**src/rtl/dcc_switch_sequencer_if.sv**
```systemverilog
// Request channel for the DCC/DCS switch sequencer.
//
// Handshake: a request transfers on a clk cycle where valid and ready are
// both high. The requester holds valid, idx and park stable until that
// cycle. ready never depends combinationally on valid, and valid may be
// held high across a busy sequence. The request is then taken on the first
// cycle that ready is high again.
//
// Signals
//   valid  requester -> sequencer  request present
//   ready  sequencer -> requester  sequencer is idle and can take a request
//   idx    requester -> sequencer  target clock source index
//   park   requester -> sequencer  1 = switch every source off, idx ignored
interface dcc_switch_sequencer_if #(
  parameter int IDX_W = 2
);
  logic             valid;
  logic             ready;
  logic [IDX_W-1:0] idx;
  logic             park;

  modport master (output valid, output idx, output park, input ready);
  modport slave  (input valid, input idx, input park, output ready);
endinterface

```
**src/rtl/dcc_switch_sequencer.sv**
```systemverilog
// Glitch-free clock-source switch controller for a bank of N_CLK DCC clock
// gates feeding one DCS mux. Every change is break-before-make:
//   1. all DCCs off
//   2. drain for OFF_CYC cycles
//   3. move the DCS select
//   4. settle for SETTLE_CYC cycles
//   5. enable the new DCC
// The block runs on a free-running control clock that is independent of
// the gated clocks.
//
// Ports
//   clk         free-running control clock
//   rst_n       asynchronous active-low reset
//   req         request channel (slave side): valid/ready/idx/park
//   dcc_en      DCC enables, zero- or one-hot
//   dcs_sel     DCS select
//   active_vld  a source is currently enabled
//   active_idx  index of the enabled source (meaningful when active_vld=1)
//   busy        a sequence is in progress (state != IDLE)
//   done        one-cycle pulse when a request completes
//   err         one-cycle pulse when a request is rejected
//   state_dbg   current FSM state encoding, for observation only
//
// All outputs are registered. They are computed from the next-state logic,
// so a value appears in the same cycle as the state that produces it.
module dcc_switch_sequencer #(
  parameter int N_CLK      = 4,
  parameter int IDX_W      = 2,
  parameter int OFF_CYC    = 8,
  parameter int SETTLE_CYC = 16,
  parameter int RESET_IDX  = 0
) (
  input  logic                 clk,
  input  logic                 rst_n,
  dcc_switch_sequencer_if.slave req,
  output logic [N_CLK-1:0]     dcc_en,
  output logic [IDX_W-1:0]     dcs_sel,
  output logic                 active_vld,
  output logic [IDX_W-1:0]     active_idx,
  output logic                 busy,
  output logic                 done,
  err,
  output logic [2:0]           state_dbg
);

  typedef enum logic [2:0] {
    IDLE   = 3'd0,
    DRAIN  = 3'd1,
    SWITCH = 3'd2,
    SETTLE = 3'd3,
    ENABLE = 3'd4
  } state_t;

  localparam logic [7:0]       OFF_LAST    = 8'(OFF_CYC - 1);
  localparam logic [7:0]       SETTLE_LAST = 8'(SETTLE_CYC - 1);
  localparam logic [IDX_W-1:0] RST_IDX     = IDX_W'(RESET_IDX);
  localparam logic [IDX_W:0]   N_CLK_W     = (IDX_W + 1)'(N_CLK);
  localparam logic [N_CLK-1:0] ONE_HOT0    = N_CLK'(1);

  state_t           state_q, state_n;
  logic [7:0]       cnt_q, cnt_n;
  logic [IDX_W-1:0] tgt_q, tgt_n;
  logic             park_q, park_n;
  logic [N_CLK-1:0] dcc_en_n;
  logic [IDX_W-1:0] dcs_sel_n;
  logic             active_vld_n;
  logic [IDX_W-1:0] active_idx_n;
  logic             ready_q;
  logic             done_n, err_n;
  logic             accept;

  // ready is registered and high exactly in IDLE, so this is the transfer.
  assign accept    = req.valid & ready_q;
  assign req.ready = ready_q;
  assign state_dbg = state_q;

  // The counter counts up from 0 on entry to DRAIN or SETTLE. The state
  // advances on the cycle it reaches the last count, so each hold state
  // lasts exactly OFF_CYC or SETTLE_CYC cycles. Reset places the FSM at
  // the first SETTLE cycle, so the boot sequence gets the full settle time.
  always_comb begin
    state_n      = state_q;
    cnt_n        = cnt_q;
    tgt_n        = tgt_q;
    park_n       = park_q;
    dcc_en_n     = dcc_en;
    dcs_sel_n    = dcs_sel;
    active_vld_n = active_vld;
    active_idx_n = active_idx;
    done_n       = 1'b0;
    err_n        = 1'b0;

    case (state_q)
      IDLE: begin
        if (accept) begin
          if (!req.park && ({1'b0, req.idx} >= N_CLK_W)) begin
            err_n = 1'b1;
          end else if (!req.park && active_vld && (req.idx == active_idx)) begin
            // Already running from the requested source.
            done_n = 1'b1;
          end else if (req.park && !active_vld) begin
            // Already parked.
            done_n = 1'b1;
          end else begin
            tgt_n        = req.idx;
            park_n       = req.park;
            cnt_n        = 8'd0;
            dcc_en_n     = '0;
            active_vld_n = 1'b0;
            state_n      = DRAIN;
          end
        end
      end

      DRAIN: begin
        if (cnt_q == OFF_LAST) begin
          if (park_q) begin
            // The DCS select is left where it was.
            done_n  = 1'b1;
            state_n = IDLE;
          end else begin
            dcs_sel_n = tgt_q;
            state_n   = SWITCH;
          end
        end else begin
          cnt_n = cnt_q + 8'd1;
        end
      end

      SWITCH: begin
        cnt_n   = 8'd0;
        state_n = SETTLE;
      end

      SETTLE: begin
        if (cnt_q == SETTLE_LAST) begin
          dcc_en_n     = ONE_HOT0 << tgt_q;
          active_vld_n = 1'b1;
          active_idx_n = tgt_q;
          done_n       = 1'b1;
          state_n      = ENABLE;
        end else begin
          cnt_n = cnt_q + 8'd1;
        end
      end

      ENABLE: begin
        state_n = IDLE;
      end

      default: begin
        // An unreachable encoding gates everything off and reboots.
        dcc_en_n     = '0;
        active_vld_n = 1'b0;
        tgt_n        = RST_IDX;
        park_n       = 1'b0;
        cnt_n        = 8'd0;
        state_n      = SETTLE;
      end
    endcase
  end

  always_ff @(posedge clk or negedge rst_n) begin
    if (!rst_n) begin
      state_q    <= SETTLE;
      cnt_q      <= 8'd0;
      tgt_q      <= RST_IDX;
      park_q     <= 1'b0;
      dcc_en     <= '0;
      dcs_sel    <= RST_IDX;
      active_vld <= 1'b0;
      active_idx <= RST_IDX;
      busy       <= 1'b1;
      ready_q    <= 1'b0;
      done       <= 1'b0;
      err        <= 1'b0;
    end else begin
      state_q    <= state_n;
      cnt_q      <= cnt_n;
      tgt_q      <= tgt_n;
      park_q     <= park_n;
      dcc_en     <= dcc_en_n;
      dcs_sel    <= dcs_sel_n;
      active_vld <= active_vld_n;
      active_idx <= active_idx_n;
      busy       <= (state_n != IDLE);
      ready_q    <= (state_n == IDLE);
      done       <= done_n;
      err        <= err_n;
    end
  end

endmodule
```
**src/flat_wrapper.sv**
```systemverilog
// flat-port wrapper written by rule: the top's interface ports become plain ports
module dcc_switch_sequencer_flat 
#(
  parameter int N_CLK      = 4,
  parameter int IDX_W      = 2,
  parameter int OFF_CYC    = 8,
  parameter int SETTLE_CYC = 16,
  parameter int RESET_IDX  = 0
)
  (clk, rst_n, dcc_en, dcs_sel, active_vld, active_idx, busy, done, err, state_dbg, req_valid, req_idx, req_park, req_ready);
  dcc_switch_sequencer_if #(.IDX_W(IDX_W)) req_i ();
  input  logic clk;
  input  logic rst_n;
  output logic [N_CLK-1:0] dcc_en;
  output logic [IDX_W-1:0] dcs_sel;
  output logic active_vld;
  output logic [IDX_W-1:0] active_idx;
  output logic busy;
  output logic done;
  output logic err;
  output logic [2:0] state_dbg;
  input wire logic [$bits(req_i.valid)-1:0] req_valid;
  input wire logic [$bits(req_i.idx)-1:0] req_idx;
  input wire logic [$bits(req_i.park)-1:0] req_park;
  output wire logic [$bits(req_i.ready)-1:0] req_ready;
  assign req_i.valid = req_valid;
  assign req_i.idx = req_idx;
  assign req_i.park = req_park;
  assign req_ready = req_i.ready;
  dcc_switch_sequencer #(.N_CLK(N_CLK), .IDX_W(IDX_W), .OFF_CYC(OFF_CYC), .SETTLE_CYC(SETTLE_CYC), .RESET_IDX(RESET_IDX)) u_core (.clk(clk), .rst_n(rst_n), .req(req_i), .dcc_en(dcc_en), .dcs_sel(dcs_sel), .active_vld(active_vld), .active_idx(active_idx), .busy(busy), .done(done), .err(err), .state_dbg(state_dbg));
endmodule
```
**config.mk**
```make
export PLATFORM = sky130hd
export DESIGN_NAME = dcc_switch_sequencer_flat
export DESIGN_NICKNAME = d
export VERILOG_FILES = /design/src/rtl/dcc_switch_sequencer_if.sv /design/src/rtl/dcc_switch_sequencer.sv /design/src/flat_wrapper.sv
export SDC_FILE = /design/constraint.sdc
export NUM_CORES = 1
export LEC_CHECK = 0
export BUFFER_PORTS_ARGS = -buffer_cell sky130_fd_sc_hd__clkbuf_2
export CAP_MARGIN = 30
export CORE_MARGIN = 2
export CORE_UTILIZATION = 50
export DETAILED_ROUTE_END_ITERATION = 6
export PLACE_DENSITY = 0.8
export SYNTH_ARGS = -nofsm -noshare
export SYNTH_HDL_FRONTEND = slang
export SYNTH_SLANG_ARGS = --single-unit
```
**constraint.sdc**
```tcl
create_clock -name clk -period 1.6 [get_ports clk]
set_input_delay 0.16 -clock clk [delete_from_list [all_inputs] [get_ports clk]]
set_output_delay 0.16 -clock clk [all_outputs]
set_load 0.1 [all_outputs]
```
==> results of run 1 <==
-- synth_stat cells (all sizes together), types with 2 or more instances --
cell type,count,share of area [%]
o21ai,3,1.1
nor2,5,1.3
nand2b,2,0.90
o21a,2,1.1
buf,6,3.9
nand3b,3,1.6
dfstp,3,5.7
nor3b,2,1.1
nand3,5,1.8
nand2,8,2.2
mux2,8,6.5
and3,3,1.4
inv,8,2.2
o22ai,2,0.90
a22o,2,1.3
and2,2,0.90
xnor2,4,2.5
nor4,2,2.0
nor3,2,0.72
a31oi,3,1.3
mux2i,4,2.9
a21oi,4,1.4
nand4,3,1.3
nor4b,2,2.3
o211ai,2,1.1
and2b,2,1.1
dfrtp,23,41
-- through the flow --
| stage | setup slack (ns) | hold WS [ns] |
|---|---|---|
| after floorplan | -0.289 | -0.136 |
| after global placement | -0.118 | 0.206 |
| after detailed placement | -0.174 | 0.213 |
| after CTS | -0.149 | 0.0630 |
| after global routing | -0.248 | 0.0670 |
| final | -0.157 | 0.0552 |
-- registers in the layout, summed over array words and instances (netlist names) --
register           flops
u_core.done            1
u_core.active_idx      2
u_core.dcc_en          4
u_core.state_dbg       3
u_core.active_vld      1
u_core.park_q          1
u_core.busy            1
u_core.tgt_q           2
u_core.req.ready       1
u_core.dcs_sel         2
u_core.cnt_q           8
-- report_power, final --
part | internal, mW | switching (mW)
Clock | 0.254 | 0.211
Sequential | 0.946 | 0.273
Combinational | 1.34 | 1.94
-- cells by family (layout without fill, tap and decap cells) --
| family | after synthesis | count (layout) |
|---|---|---|
| AO/OA/AOI/OAI | 26 | 26 |
| XOR/XNOR | 4 | 4 |
| adder cells (fa/ha/maj) | 1 | 1 |
| buffers and inverters | 15 | 79 |
| flip-flops | 26 | 26 |
| multiplexers | 12 | 12 |
| other | 1 | 1 |
| AND/OR/NAND/NOR | 44 | 44 |
-- repair_timing --
item                                    in CTS  in global routing
endpoints found under the setup margin      23                 23
cloned                                       0                  1
gates resized for setup                     13                 11
hold buffers                                 1                  0
endpoints found under the hold margin       23                  0
buffers inserted                             2                  7
pin swaps                                    6                  4
-- worst max-delay path by stage --
stage	startpoint	end	slack, ns	cells past startpoint
2_1_floorplan	u_core.state_dbg[0]$_DFF_PN1_	u_core.active_idx[1]$_DFFE_PN0P_	-0.29	5
3_3_place_gp	u_core.cnt_q[4]$_DFFE_PN0P_	u_core.dcs_sel[0]$_DFFE_PN0P_	-0.12	4
3_5_place_dp	u_core.cnt_q[4]$_DFFE_PN0P_	u_core.dcs_sel[0]$_DFFE_PN0P_	-0.17	4
4_1_cts	u_core.cnt_q[4]$_DFFE_PN0P_	u_core.dcs_sel[0]$_DFFE_PN0P_	-0.15	5
5_1_grt	u_core.cnt_q[4]$_DFFE_PN0P_	u_core.dcs_sel[0]$_DFFE_PN0P_	-0.25	5
6_report	u_core.state_dbg[0]$_DFF_PN1_	u_core.dcc_en[1]$_DFFE_PN0P_	-0.16	4
-- cell type report --
class	count	area, sq um
clock inverters	1	30.0
well taps	31	38.8
inverters	8	30.0
flip-flops and latches	26	678
multi-input cells	88	812
fillers	168	594
repair buffers	67	504
clock buffers	3	22.5
-- worst min-delay path, cell delays in order --
cell	delay [ns]
clkbuf_2	0.10
inv_1	0.05
mux2i_1	0.06
-- routing by layer --
metal / track usage, % / part of all wire (%)
met4: 7.97 / 2.4
met2: 44.0 / 53
met1: 30.7 / 40
met3: 4.61 / 4.4
met5: 0 / 0
==> impl_metrics.json, run 1 <==
{
  "grt.overflow.total": 0,
  "syn_nets": 136,
  "clock_skew_ns": 0.0161,
  "start_util_pct": 51.5,
  "instances_no_fill": 224,
  "status": "finished with violations",
  "violations": "negative setup slack",
  "io_buffers": 20,
  "synthArstFlopShare_pct": 100,
  "cp-end-kind": "register",
  "p_leak_nw": 0.979,
  "num_vias": 1333,
  "synth-compound-area-share_pct": 13.7,
  "grt_max_degree": 27,
  "arrival_ns": 2.01,
  "dp_hpwl_mm": 2.62,
  "path_clk_slew_ns": 0.15,
  "ys.flop_type": "dfrtp_1",
  "required_ns": 1.85,
  "path_class": "register to register",
  "max_cap_viol_count": 0,
  "synth_edf_count": 0,
  "cts_root_buf": "clkbuf_4",
  "rows": 19,
  "synth_top_family_by_area": "simple AND/OR/NAND/NOR gates",
  "finish.utilization_pct": 78.1,
  "cts_tree": "built",
  "peakVddDrop_mv": 1.92,
  "path_delay_family": "compound AO/OA/AOI/OAI gates",
  "r2r_slack_ns": -0.16,
  "synthCells": 129,
  "ant_nets": 0,
  "grt_usage_pct": 25.0,
  "yosys_warnings": 0,
  "fp.dieArea_sq_mm": 0.00323,
  "hold_viol": 0,
  "io_pins": 22,
  "worstPathMaxFanout": 5,
  "rsz0062_at_grt": "yes",
  "reg2reg_to": "u_core.dcc_en[1]$_DFFE_PN0P_",
  "layout_common_cells": "buf_4, dfrtp_1, clkbuf_2, inv_1, nand2_1",
  "syn_avg_cell_area_sq_um": 10.8,
  "final_nets": 201,
  "reg2reg_from": "u_core.state_dbg[0]$_DFF_PN1_",
  "cts_buffers": 3,
  "drt-initial-drc-count": 31,
  "finalPower_mw": 4.97,
  "place_area_sq_mm": 0.00186,
  "crit_buf_inv": 0,
  "gp_congestion": 0.893,
  "rr_worst_depth": 4,
  "ys_ff_latch": 26,
  "core-area_sq_mm": 0.00271,
  "crit_path_max_incr_delay_ns": 0.51,
  "clockBufferDepth": 2,
  "slowest_stage": "dfstp_4",
  "drt-vias-per-instance": 5.95,
  "dpl.cell_count": 210,
  "synthSimpleGateAreaFrac_pct": 20.1,
  "path_cells": "nand3b_1, a311o_1, a22o_4, mux2_2",
  "fp.dieW_um": 56.8,
  "worstHoldStart": "req_idx[1]",
  "min_delay_path_depth": 3,
  "setup_slack_ns": -0.157,
  "clock_latency_ns": 0.34,
  "fp.dieH_um": 56.8,
  "max_slew.worst_pin.slew_ns": 0.652,
  "synth_xor_area_share_pct": 2.51,
  "wire_per_inst_um": 18.6,
  "hold_path_class": "input port to register",
  "synth_fa_ha_area_share_pct": 0.897,
  "drc": 0,
  "ys_seq_area_share_pct": 46.9,
  "worstSetupStartpointType": "register",
  "cts.sinks": 26,
  "fmax_mhz": 569,
  "fin_area_sq_mm": 0.00212,
  "finalSetupViolations": 21,
  "relSlewSlack_pct": 56.6,
  "syn_area_sq_mm": 0.00140,
  "drt-pass1-iter-count": 4,
  "grt_pass1_vias": 1309,
  "cts-htree-levels": 1,
  "area_growth_pct": 51.7,
  "synthMuxAreaShare_pct": 9.33,
  "grt_pass1_wl_mm": 6.23,
  "mostFrequentLayoutCell": "buf_4",
  "cellPowerDensity_mw_per_mm2": 2350,
  "fin_crit_sh_pct": 110,
  "drive_gt1_share_pct": 55.4,
  "drt_wl_total_mm": 4.17,
  "diodes": 0,
  "antenna_found_initial": 0,
  "drv_slew": 0,
  "min_to": "u_core.tgt_q[1]$_DFFE_PN0P_",
  "tns_ns": -2.29,
  "period_needed_ns": 1.76,
  "synthDistinctLibCells": 46
}
(Power assumes the default switching activity.)
==> run 2: changes to the inputs <==
- RECOVER_POWER: unset -> 25
- SETUP_SLACK_MARGIN: unset -> 0.15
==> impl_metrics.json, run 2 (same netlist as run 1, synthesis figures left out) <==
{
  "fp.dieW_um": 56.8,
  "path_delay_family": "flip-flops",
  "fp.dieH_um": 56.8,
  "fp.dieArea_sq_mm": 0.00323,
  "rsz0062_at_grt": "yes",
  "worstPathMaxFanout": 5,
  "io_buffers": 20,
  "path_class": "register to register",
  "area_growth_pct": 54.1,
  "drt-vias-per-instance": 5.94,
  "cp-end-kind": "register",
  "grt_pass1_vias": 1277,
  "fin_crit_sh_pct": 114,
  "gp_congestion": 0.894,
  "ant_nets": 0,
  "grt_max_degree": 27,
  "fin_area_sq_mm": 0.00215,
  "period_needed_ns": 1.82,
  "p_leak_nw": 0.975,
  "arrival_ns": 2.05,
  "cts-htree-levels": 1,
  "cts_buffers": 3,
  "layout_common_cells": "buf_4, dfrtp_1, clkbuf_2, buf_6",
  "dp_hpwl_mm": 2.41,
  "drt-initial-drc-count": 53,
  "cts_tree": "built",
  "relSlewSlack_pct": 57.3,
  "drt-pass1-iter-count": 4,
  "grt.overflow.total": 0,
  "wire_per_inst_um": 18.0,
  "grt_usage_pct": 25.0,
  "io_pins": 22,
  "path_cells": "nor4_4, buf_4, buf_6, nand3_4, a22o_4, buf_6, mux2i_4",
  "clockBufferDepth": 2,
  "drv_slew": 0,
  "finalSetupViolations": 21,
  "max_cap_viol_count": 0,
  "crit_buf_inv": 3,
  "start_util_pct": 51.5,
  "path_clk_slew_ns": 0.15,
  "crit_top_cell": "buf_6",
  "num_vias": 1319,
  "rows": 19,
  "grt_pass1_wl_mm": 6.19,
  "place_area_sq_mm": 0.00181,
  "hold_viol": 0,
  "clock_latency_ns": 0.33,
  "worstSetupStartpointType": "register",
  "drc": 0,
  "setup_slack_ns": -0.225,
  "clock_skew_ns": 0.00302,
  "cts.sinks": 26,
  "final_nets": 199,
  "mostFrequentLayoutCell": "buf_4",
  "drt_wl_total_mm": 4.01,
  "largest_register_ffs": 8,
  "regMostFlops": "u_core.cnt_q",
  "antenna_found_initial": 0,
  "slowest_stage": "dfrtp_1",
  "finalPower_mw": 5.08,
  "hold_path_class": "input port to register",
  "fmax_mhz": 548,
  "drive_gt1_share_pct": 57.6,
  "violations": "negative setup slack",
  "peakVddDrop_mv": 2.05,
  "diodes": 0,
  "cts_root_buf": "clkbuf_4",
  "required_ns": 1.83,
  "status": "finished with violations",
  "cellPowerDensity_mw_per_mm2": 2360,
  "core-area_sq_mm": 0.00271,
  "crit_path_max_incr_delay_ns": 0.44,
  "max_slew.worst_pin.slew_ns": 0.640
}
run 2: final cells by class:
type                            count  area [sq um]
Timing Repair Buffer               65           526
Multi-Input combinational cell     88           825
Sequential cell                    26           678
Clock buffer                        3          22.5
Tap cell                           31          38.8
Inverter                            8          30.0
Clock inverter                      1          30.0
Fill cell                         168           561
run 2: repair_timing:
| action | 4_1_cts | 5_1_grt |
|---|---|---|
| resized for setup | 27 | 12 |
| pin swaps | 12 | 7 |
| buffers inserted | 9 | 3 |
| cloned | 1 | 0 |
| endpoints found under the setup margin | 29 | 28 |
| endpoints found under the hold margin | 23 | 0 |
| hold buffers | 1 | 0 |
run 2: power breakdown:
part           internal (mW)  total (mW)  switching (mW)  leakage, nW
registers              0.946        1.20           0.256        0.310
clock network          0.253       0.468           0.214       0.0279
logic                   1.42        3.41            1.99        0.637
total                   2.62        5.08            2.46        0.975
run 2: worst register-to-register path, delay by kind of cell (launching register included):
family / cells / cell delay, ns
mux: 1 / 0.18
buf+inv: 3 / 0.42
compound gates: 1 / 0.25
simple gates: 2 / 0.43
flops: 1 / 0.44
run 2: path summary, 6_finish.rpt:
path / from / end / slack, ns / depth (start not counted)
setup / recovery: u_core.cnt_q[4]$_DFFE_PN0P_ / u_core.dcc_en[3]$_DFFE_PN0P_ / -0.22 / 7
hold / removal: req_idx[0] / u_core.tgt_q[0]$_DFFE_PN0P_ / 0.05 / 3
setup reg to reg: u_core.cnt_q[4]$_DFFE_PN0P_ / u_core.dcc_en[3]$_DFFE_PN0P_ / -0.22 / 7
hold reg to reg: u_core.dcc_en[2]$_DFFE_PN0P_ / u_core.dcc_en[2]$_DFFE_PN0P_ / 0.53 / 1
max in group asynchronous: rst_n / u_core.active_vld$_DFFE_PN0P_ / 0.77 / 2
min in group asynchronous: rst_n / u_core.park_q$_DFFE_PN0P_ / 0.36 / 2
run 2: metal layers:
| metal | vias to the layer above | GRT usage, % | wire length [um] |
|---|---|---|---|
| met5 | - | 0 | 0 |
| met2 | 55 | 46.2 | 2130 |
| met1 | 653 | 30.9 | 1560 |
| li1 | 593 | - | - |
| met3 | 18 | 3.00 | 211 |
| met4 | 0 | 5.98 | 109 |
run 2: through the flow:
| stage | hold slack (ns) | std cells | worst slack, ns | TNS [ns] | util [%] |
|---|---|---|---|---|---|
| 2_1_floorplan | -0.136 | 129 | -0.289 | -3.37 | - |
| 3_3_place_gp | 0.201 | 204 | -0.149 | -1.09 | 66.9 |
| 3_5_place_dp | 0.210 | 204 | -0.182 | -1.79 | 66.9 |
| 4_1_cts | 0.0511 | 219 | -0.176 | -2.17 | 76.0 |
| 5_1_grt | 0.0602 | 222 | -0.270 | -4.64 | 79.3 |
| 6_report | 0.0508 | 222 | -0.225 | -3.43 | 79.3 |
==> run 3: changes to the inputs <==
- CORE_UTILIZATION: 50 -> 37
- CTS_CLUSTER_SIZE: unset -> 30
- PLACE_DENSITY: 0.8 -> 0.63
- RECOVER_POWER: 25 -> 50
==> impl_metrics.json, run 3 (same netlist as run 1, synthesis figures left out) <==
{
  "peakVddDrop_mv": 1.70,
  "cellPowerDensity_mw_per_mm2": 2340,
  "regArea_sq_um": 678,
  "io_buffers": 20,
  "fp.dieH_um": 65.4,
  "cp-end-kind": "register",
  "worstSetupStartpointType": "register",
  "start_util_pct": 38.4,
  "max_cap_viol_count": 0,
  "cts-htree-levels": 1,
  "required_ns": 1.80,
  "hold_viol": 0,
  "grt_max_degree": 27,
  "gp_congestion": 0.856,
  "drt-vias-per-instance": 5.38,
  "multi_input_area_sq_um": 781,
  "clockBufferDepth": 2,
  "rows": 22,
  "p_leak_nw": 0.946,
  "drt-initial-drc-count": 55,
  "cts.sinks": 26,
  "clock_skew_ns": 0.00782,
  "dp_slack_ns": -0.245,
  "period_needed_ns": 1.81,
  "fp.dieArea_sq_mm": 0.00428,
  "diodes": 0,
  "wire_per_inst_um": 16.4,
  "violations": "negative setup slack",
  "relSlewSlack_pct": 56.0,
  "io_pins": 22,
  "num-fill-cells": 314,
  "num_vias": 1254,
  "drc": 0,
  "path_clk_slew_ns": 0.10,
  "status": "finished with violations",
  "grt.overflow.total": 0,
  "fmax_mhz": 553,
  "dp_hpwl_mm": 2.61,
  "setup_slack_ns": -0.209,
  "fp.dieW_um": 65.4,
  "largest_register_ffs": 8,
  "worstPathMaxFanout": 8,
  "cts_buffers": 3,
  "hold_path_class": "input port to register",
  "arrival_ns": 2.01,
  "area_growth_pct": 48.5,
  "drv_slew": 0,
  "path_class": "register to register",
  "grt_usage_pct": 19.2,
  "finalSetupViolations": 22,
  "fin_crit_sh_pct": 113,
  "core-area_sq_mm": 0.00363,
  "instances_no_fill": 233,
  "dpl.cell_count": 222,
  "cts_root_buf": "clkbuf_8",
  "drt-pass1-iter-count": 4,
  "layout_common_cells": "buf_4, clkbuf_2, dfrtp_1, inv_1, nand2_1",
  "regMostFlops": "u_core.cnt_q",
  "grt_pass1_vias": 1291,
  "cts_tree": "built",
  "max_slew.worst_pin.slew_ns": 0.660,
  "clock_latency_ns": 0.28,
  "ant_nets": 0,
  "mostFrequentLayoutCell": "buf_4",
  "final_nets": 193,
  "grt_pass1_wl_mm": 6.19,
  "r2r_slack_ns": -0.21,
  "rsz0062_at_grt": "yes",
  "drive_gt1_share_pct": 54.6,
  "antenna_found_initial": 0,
  "drt_wl_total_mm": 3.82
}
[run 3: worst max-delay path, stage by stage, from the launching register on]
cell and delay, ns:
dfrtp_1 0.42, nor4_4 0.44, o2111a_1 0.28, o22ai_2 0.07, buf_6 0.15, a2111o_1 0.38
[run 3: area by class of cell]
type	instances	area share, %
multi-input combinational	88	37.7
sequential	26	32.7
timing repair buffer	59	21.8
tap	48	2.90
clock buffer	3	1.99
clock inverter	1	1.45
inverter	8	1.45
[run 3: worst paths after layout]
path,from,end,cells after the start
max,u_core.cnt_q[4]$_DFFE_PN0P_,u_core.busy$_DFF_PN1_,5
min,req_idx[0],u_core.tgt_q[0]$_DFFE_PN0P_,3
max reg2reg,u_core.cnt_q[4]$_DFFE_PN0P_,u_core.busy$_DFF_PN1_,5
min reg2reg,u_core.dcc_en[0]$_DFFE_PN0P_,u_core.dcc_en[0]$_DFFE_PN0P_,1
max in group asynchronous,rst_n,u_core.state_dbg[2]$_DFF_PN0_,2
min in group asynchronous,rst_n,u_core.cnt_q[7]$_DFFE_PN0P_,2
[run 3: power breakdown]
part,switching (mW),internal [mW],total (mW),leakage (nW)
logic,1.87,1.22,3.09,0.600
clock network,0.220,0.335,0.555,0.0357
registers,0.256,0.948,1.20,0.310
[run 3: repair_timing]
item / in CTS / in global routing
pin swaps: 7 / 5
setup buffers: 4 / 2
hold endpoints to repair: 23 / 0
setup endpoints to repair: 25 / 26
resized for setup: 16 / 6
hold buffers: 1 / 0
[run 3: layer usage]
layer | up-vias | track usage, % | wire length [um]
li1 | 580 | - | -
met1 | 636 | 23.4 | 1620
met2 | 32 | 33.5 | 2000
met3 | 6 | 3.94 | 117
met4 | 0 | 6.77 | 79
met5 | - | 0 | 0
[run 3: stage by stage]
stage	setup TNS [ns]	power, mW	area, sq um	hold WS, ns	util (%)
6_report	-2.71	4.85	2070	0.132	57.0
5_1_grt	-4.15	5.06	2070	0.137	57.0
4_1_cts	-1.91	4.70	2030	0.127	55.9
3_5_place_dp	-2.18	3.90	1840	0.224	50.7
3_3_place_gp	-1.27	3.83	1840	0.210	50.7
2_1_floorplan	-3.37	3.06	1480	-0.136	-
